### src/rtl/multicycle_controller.sv
// Control FSM for the shared-memory multicycle MIPS datapath: decodes op/funct and
// emits per-cycle selects and strobes, with a bounded wait on the memory handshake.
module multicycle_controller #(
    parameter int unsigned TIMEOUT = 15
) (
    input  logic       clk,
    input  logic       reset,
    input  logic [5:0] op,
    input  logic [5:0] funct,
    input  logic       zero,
    input  logic       mem_ready,
    output logic       iord,
    output logic       memwrite,
    output logic       irwrite,
    output logic       regdst,
    output logic       memtoreg,
    output logic       regwrite,
    output logic       alusrca,
    output logic [1:0] alusrcb,
    output logic [1:0] pcsrc,
    output logic       pcen,
    output logic [2:0] alucontrol,
    output logic [3:0] state,
    output logic       instr_done,
    output logic       illegal,
    output logic       mem_timeout
);

    localparam int unsigned CW = 8;
    localparam bit            TIMEOUT_EN = (TIMEOUT != 0);
    localparam logic [CW-1:0] WAIT_LAST  = CW'((TIMEOUT == 0) ? 0 : TIMEOUT - 1);

    localparam logic [5:0] OP_RTYPE = 6'b000000;
    localparam logic [5:0] OP_LW    = 6'b100011;
    localparam logic [5:0] OP_SW    = 6'b101011;
    localparam logic [5:0] OP_BEQ   = 6'b000100;
    localparam logic [5:0] OP_ADDI  = 6'b001000;
    localparam logic [5:0] OP_J     = 6'b000010;

    localparam logic [2:0] ALU_ADD = 3'b010;
    localparam logic [2:0] ALU_SUB = 3'b110;
    localparam logic [2:0] ALU_AND = 3'b000;
    localparam logic [2:0] ALU_OR  = 3'b001;
    localparam logic [2:0] ALU_SLT = 3'b111;

    typedef enum logic [3:0] {
        S_FETCH    = 4'd0,
        S_DECODE   = 4'd1,
        S_MEMADR   = 4'd2,
        S_MEMRD    = 4'd3,
        S_MEMWB    = 4'd4,
        S_MEMWR    = 4'd5,
        S_EXECUTE  = 4'd6,
        S_ALUWB    = 4'd7,
        S_BRANCH   = 4'd8,
        S_ADDIEXEC = 4'd9,
        S_ADDIWB   = 4'd10,
        S_JUMP     = 4'd11
    } state_t;

    state_t        state_r, state_n;
    logic [CW-1:0] cnt_r, cnt_n;
    logic          waiting;

    // State and memory-wait counter
    always_ff @(posedge clk) begin
        if (reset) begin
            state_r <= S_FETCH;
            cnt_r   <= '0;
        end else begin
            state_r <= state_n;
            cnt_r   <= cnt_n;
        end
    end

    assign state = state_r;

    // Next state and per-cycle control outputs
    always_comb begin
        state_n     = S_FETCH;
        cnt_n       = '0;
        waiting     = 1'b0;
        iord        = 1'b0;
        memwrite    = 1'b0;
        irwrite     = 1'b0;
        regdst      = 1'b0;
        memtoreg    = 1'b0;
        regwrite    = 1'b0;
        alusrca     = 1'b0;
        alusrcb     = 2'b00;
        pcsrc       = 2'b00;
        pcen        = 1'b0;
        alucontrol  = ALU_ADD;
        instr_done  = 1'b0;
        illegal     = 1'b0;
        mem_timeout = 1'b0;

        case (state_r)
            S_FETCH: begin
                waiting = 1'b1;
                alusrcb = 2'b01;
                irwrite = mem_ready;
                pcen    = mem_ready;
                state_n = mem_ready ? S_DECODE : S_FETCH;
            end
            S_DECODE: begin
                alusrcb = 2'b11;
                case (op)
                    OP_LW, OP_SW: state_n = S_MEMADR;
                    OP_RTYPE:     state_n = S_EXECUTE;
                    OP_BEQ:       state_n = S_BRANCH;
                    OP_ADDI:      state_n = S_ADDIEXEC;
                    OP_J:         state_n = S_JUMP;
                    default: begin
                        illegal = 1'b1;
                        state_n = S_FETCH;
                    end
                endcase
            end
            S_MEMADR: begin
                alusrca = 1'b1;
                alusrcb = 2'b10;
                state_n = (op == OP_SW) ? S_MEMWR : S_MEMRD;
            end
            S_MEMRD: begin
                waiting = 1'b1;
                iord    = 1'b1;
                state_n = mem_ready ? S_MEMWB : S_MEMRD;
            end
            S_MEMWB: begin
                memtoreg   = 1'b1;
                regwrite   = 1'b1;
                instr_done = 1'b1;
            end
            S_MEMWR: begin
                waiting    = 1'b1;
                iord       = 1'b1;
                memwrite   = 1'b1;
                instr_done = mem_ready;
                state_n    = mem_ready ? S_FETCH : S_MEMWR;
            end
            S_EXECUTE: begin
                alusrca = 1'b1;
                state_n = S_ALUWB;
                case (funct)
                    6'b100000: alucontrol = ALU_ADD;
                    6'b100010: alucontrol = ALU_SUB;
                    6'b100100: alucontrol = ALU_AND;
                    6'b100101: alucontrol = ALU_OR;
                    6'b101010: alucontrol = ALU_SLT;
                    default: begin
                        illegal = 1'b1;
                        state_n = S_FETCH;
                    end
                endcase
            end
            S_ALUWB: begin
                regdst     = 1'b1;
                regwrite   = 1'b1;
                instr_done = 1'b1;
            end
            S_BRANCH: begin
                alusrca    = 1'b1;
                alucontrol = ALU_SUB;
                pcsrc      = 2'b01;
                pcen       = zero;
                instr_done = 1'b1;
            end
            S_ADDIEXEC: begin
                alusrca = 1'b1;
                alusrcb = 2'b10;
                state_n = S_ADDIWB;
            end
            S_ADDIWB: begin
                regwrite   = 1'b1;
                instr_done = 1'b1;
            end
            S_JUMP: begin
                pcsrc      = 2'b10;
                pcen       = 1'b1;
                instr_done = 1'b1;
            end
            default: state_n = S_FETCH;
        endcase

        // A completing handshake beats an expiring wait in the same cycle
        if (TIMEOUT_EN && waiting && !mem_ready && (cnt_r == WAIT_LAST)) begin
            mem_timeout = 1'b1;
            state_n     = S_FETCH;
        end

        if (waiting && !mem_ready && !mem_timeout && (state_n == state_r))
            cnt_n = cnt_r + CW'(1);

        if (reset) begin
            pcen        = 1'b0;
            irwrite     = 1'b0;
            memwrite    = 1'b0;
            regwrite    = 1'b0;
            instr_done  = 1'b0;
            illegal     = 1'b0;
            mem_timeout = 1'b0;
        end
    end

endmodule

### config.mk
export PLATFORM = sky130hd
export DESIGN_NAME = multicycle_controller
export DESIGN_NICKNAME = d
export VERILOG_FILES = /design/src/rtl/multicycle_controller.sv
export SDC_FILE = /design/constraint.sdc
export NUM_CORES = 1
export LEC_CHECK = 0
export CORE_MARGIN = 2
export CORE_UTILIZATION = 30
export DETAILED_ROUTE_END_ITERATION = 8
export GPL_TIMING_DRIVEN = 0
export HOLD_SLACK_MARGIN = 0.08
export PLACE_DENSITY = 0.58
export SLEW_MARGIN = 15
export SYNTH_ARGS = -nofsm -noshare
export SYNTH_HDL_FRONTEND = slang
export SYNTH_SLANG_ARGS = --single-unit
### constraint.sdc
create_clock -name clk -period 2.3 [get_ports clk]
set_input_delay 0.46 -clock clk [delete_from_list [all_inputs] [get_ports clk]]
set_output_delay 0.46 -clock clk [all_outputs]
set_load 0.02 [all_outputs]
Word level (Yosys, flattened, before mapping)
Cells that the tools add are included.

storage, ports and cells
  register bits after elaboration = 12
  input port bits = 16
  logic and storage cells = 78

operators by class
  $add $sub $neg = 1
  eq/ne operators = 23
  multiplexer cells = 33
  bitwise operators = 1
  reduce and logical (&&, ||, !) cells = 18

operators with widths
  cell                                                  number
  equality test 6 bit (second input constant)           7
  one-hot mux 4 bit (7 select lines)                    1
  one-hot mux 4 bit (5 select lines)                    1
  2-to-1 mux 1 bit                                      19
  equality test 4 x 3 -> 1 bit (second input constant)  4
  equality test 4 bit (second input constant)           4
  2-to-1 mux 3 bit                                      4
  one-hot mux 3 bit (4 select lines)                    1
  OR reduction 5 bit                                    2
  adder 8 x 1 -> 8 bit (second input constant)          1
  equality test 4 x 2 -> 1 bit (second input constant)  2
  equality test 8 x 4 -> 1 bit (second input constant)  1
  OR reduction 2 bit                                    4
  equality test 6 x 2 -> 1 bit (second input constant)  1
  equality test 6 x 3 -> 1 bit (second input constant)  1
  equality test 6 x 4 -> 1 bit (second input constant)  1
  logical NOT 6 bit                                     1
  one-hot mux 2 bit (3 select lines)                    1
  one-hot mux 3 bit (2 select lines)                    1
  OR reduction 3 bit                                    2
  OR reduction 6 bit                                    1
  equality test 4 x 1 -> 1 bit (second input constant)  1
  equality test 4 bit                                   1
  logical AND 1 bit                                     4
  other kinds (8)                                       10

Depth between registers and ports, before layout
  depth after elaboration = 11
  mapped depth = 6
  gate-level depth less buffers = 5

Worst setup path after synthesis
No wires, ideal clock.

  kind = reg-to-output
  start = reg state_r[1] (netlist: state[1])
  end = out instr_done
  arrival time = 2,161 ps
  required time = 1,840 ps
  path slack = -321 ps
  cell stages (with the launch flop) = 5
  cells stage by stage = dfxtp_1 > buf_2 > nand2b_1 > a21oi_1 > a2111oi_0

on the way
  word-level cells in the longest chain between the ends = 4
  elaborated cells on any way between the ends = 9
  those cells by class = eq/ne (6); mux (2); reduce/logical (1)

RTL lines
  element                                                              line  source
  start: declaration                                                   61    state_t state_r, state_n;
  start signal: assignment                                             71    state_r <= state_n;
  equality test 4 bit or equality test 4 x 3 -> 1 bit (tied branches)  98    case (state_r)
  OR reduction 5 bit (no source line)                                  -
  one-hot mux 1 bit (2 select lines) (*)                               98
  2-to-1 mux 1 bit (*)                                                 195   if (reset) begin
  end: declaration                                                     24    output logic instr_done,

Every way passes the cells marked *; elsewhere a longest branch is shown, timed or not.

Worst setup path after layout
  start = in op[0]
  end = out illegal

on the way
  word-level cells in the longest chain between the ends = 5
  elaborated cells on any way between the ends = 10
  those cells by class = eq/ne (5); mux (3); reduce/logical (2)

RTL lines
  element                                      line  source
  start: declaration                           8     input logic [5:0] op,
  equality test 6 bit (tied with other cells)  108   case (op)
  OR reduction 6 bit (no source line) (*)      -
  2-to-1 mux 1 bit (*)                         108
  one-hot mux 1 bit (2 select lines) (*)       98
  2-to-1 mux 1 bit (*)                         195
  end: declaration                             25    output logic illegal,

Marked as above.

==> results.yml <==
drt:
  wl_per_cell_um: 13.6
  first_iter_violations: 31
  ant_nets: 0
  first_pass_iters: 4
  drc_errors: 0
  via_count: 1271
  routed_wl_um: 3250
  vias_per_cell: 5.30
finish:
  stdcell_count: 240
  syn2layout_area_growth_pct: 63.0
  multi_input_area_sq_um: 866
  finalNetCount: 213
  final_util_pct: 51.7
  drive_gt1_share_pct: 34.0
  nFillCells: 317
  regArea_sq_um: 251
  design_area_sq_um: 1750
  diodes: 0
sta:
  rsz0062_at_grt: "true"
  fin_crit_sh_pct: 99.7
  slew_violations: 0
  fin_crit_ns: 2.29
  fin_skew_ns: 0.000962
  clock.fmax_ghz: 0.436
  setup_viol: 0
  finalHoldViolations: 0
  slew_headroom_pct: 66.0
  whs_ns: 0.516
  worst_slew_pin_slew_ns: 0.510
  tns_ns: 0
  worst_slack_ns: 0.00778
power_and_ir_drop:
  leakagePower_nw: 0.757
  ir_drop_mv: 0.159
  power_mw: 0.557
  p_per_area_nw_per_um2: 318
setup_path:
  cp.required_ns: 1.84
  crit_path_end_kind: "output port"
  crit_arrival_ns: 1.83
  rrSetupSlack_ns: 0.60
  cp_max_fo: 5
  critPathKind: "input pin to output port"
  start_kind: "input pin"
logic_synthesis:
  synth_ff_type: "dfxtp_1"
  yosysSeqAreaShare_pct: 22.4
  yosysWarningCount: 0
  synthArstFlopShare_pct: 0
  synth_nets: 156
  synth.top_cell.area_share_pct: 22.4
  synth_most_common_cell: "nor2_1"
  netlist-cell-type-count: 51
  synth_area_leaders: "dfxtp_1, nor3_2, nor2_1, xor2_1, nor3_1"
  syn_area_sq_um: 1070
  post-synth-top-area-cell: "dfxtp_1"
  syn_inst: 138
  synth-edff-count: 0
  avgSynthCellArea_sq_um: 7.79
  synth_seq_cells: 12
  synthTopCellsByCount: "nor2_1, dfxtp_1, nor3_1"
global_routing:
  grt_overflow_total: 0
  grt_pass1_wl_um: 5220
  grt_max_degree: 11
  antenna_found_initial: 0
  grt_pass1_vias: 1154
  grtUsageTotal_pct: 15.6
floorplanning:
  coreArea_sq_um: 3390
  start_util_pct: 31.7
  die_area_sq_um: 4080
  ios: 38
  die_h_um: 63.9
  rows: 21
  die_w_um: 63.9
clocking:
  clock-root-buffer: "clkbuf_4"
  clk_latency_ns: 0.27
  cts_tree: "built"
  holdBufCountCts: 0
  cts_sinks: 12
  numCtsBuffers: 3
  clk_pin_slew_ns: 0.07
  h-tree-depth: 1
  clockBufferDepth: 2
placed_design:
  port_buffers: 36
  dpl.hpwl_um: 2350
  dpl_cell_area_sq_um: 1500
  dp_slack_ns: -0.655
  gp_congestion: 0.838
  placed_cells: 220
run:
  drv_cap: 0
worst_hold_path:
  hp-class: "flop to flop"
status:
  status: "complete, no violations"
report_power, final:
group / internal (mW) / switching, mW
combinational: 0.0895 / 0.0835
sequential: 0.210 / 0.00733
clock: 0.0962 / 0.0706
final cells by class:
| type | count | area share (%) |
|---|---|---|
| multi-input cells | 113 | 49.4 |
| well taps | 46 | 3.29 |
| clock buffers | 4 | 2.07 |
| inverters | 5 | 1.07 |
| repair buffers | 52 | 26.7 |
| flip-flops and latches | 12 | 14.4 |
| plain buffers | 8 | 3.07 |
metal layers:
metal  vias up  track usage (%)  part of all wire (%)
met4         0             5.16                   2.1
met1       593             19.5                    44
met3         8             2.46                   5.2
met2        41             27.1                    49
met5         -                0                     0
li1        629                -                     -
path summary, 6_finish.rpt:
path              startpoint        to  depth (start not counted)
setup / recovery       op[0]   illegal                          6
hold / removal      cnt_r[0]  cnt_r[0]                          1
setup reg to reg    state[0]  cnt_r[4]                          7
hold reg to reg     cnt_r[0]  cnt_r[0]                          1
worst max-delay path, stage by stage:
cell             delay [ns]
clkdlybuf4s50_1        0.49
and3_2                 0.24
o21ai_0                0.16
nand4_1                0.17
o41ai_2                0.10
buf_4                  0.20
cell usage in the layout (no fill, tap or decap), types with 6 or more instances in the layout:
cell             count
nor3_1               8
buf_2                8
clkdlybuf4s50_1     10
xor2_1               6
buf_4               18
dfxtp_1              9
dlygate4sd2_1       12
nor3_2               7
nor2_1              17
sequential cells by signal, summed over array words and instances (netlist names):
name	cells
cnt_r	8
state	4
cells by family after synthesis:
logic type	count (synthesis)	synth area share (%)
AOI/OAI and AO/OA	27	17.9
xor gates and xnor gates	10	8.15
and+or+nand+nor	72	41.9
adders and majority gates	2	2.33
DFF	12	22.4
buffers and inverters	13	5.35
muxes	2	1.98
what timing repair did:
item / CTS / global route
setup buffers: 1 / 14
gates resized for setup: 70 / 19
gates cloned: 0 / 1
setup endpoints to repair: 18 / 12
pin swaps: 3 / 5
(Power assumes the default switching activity.)
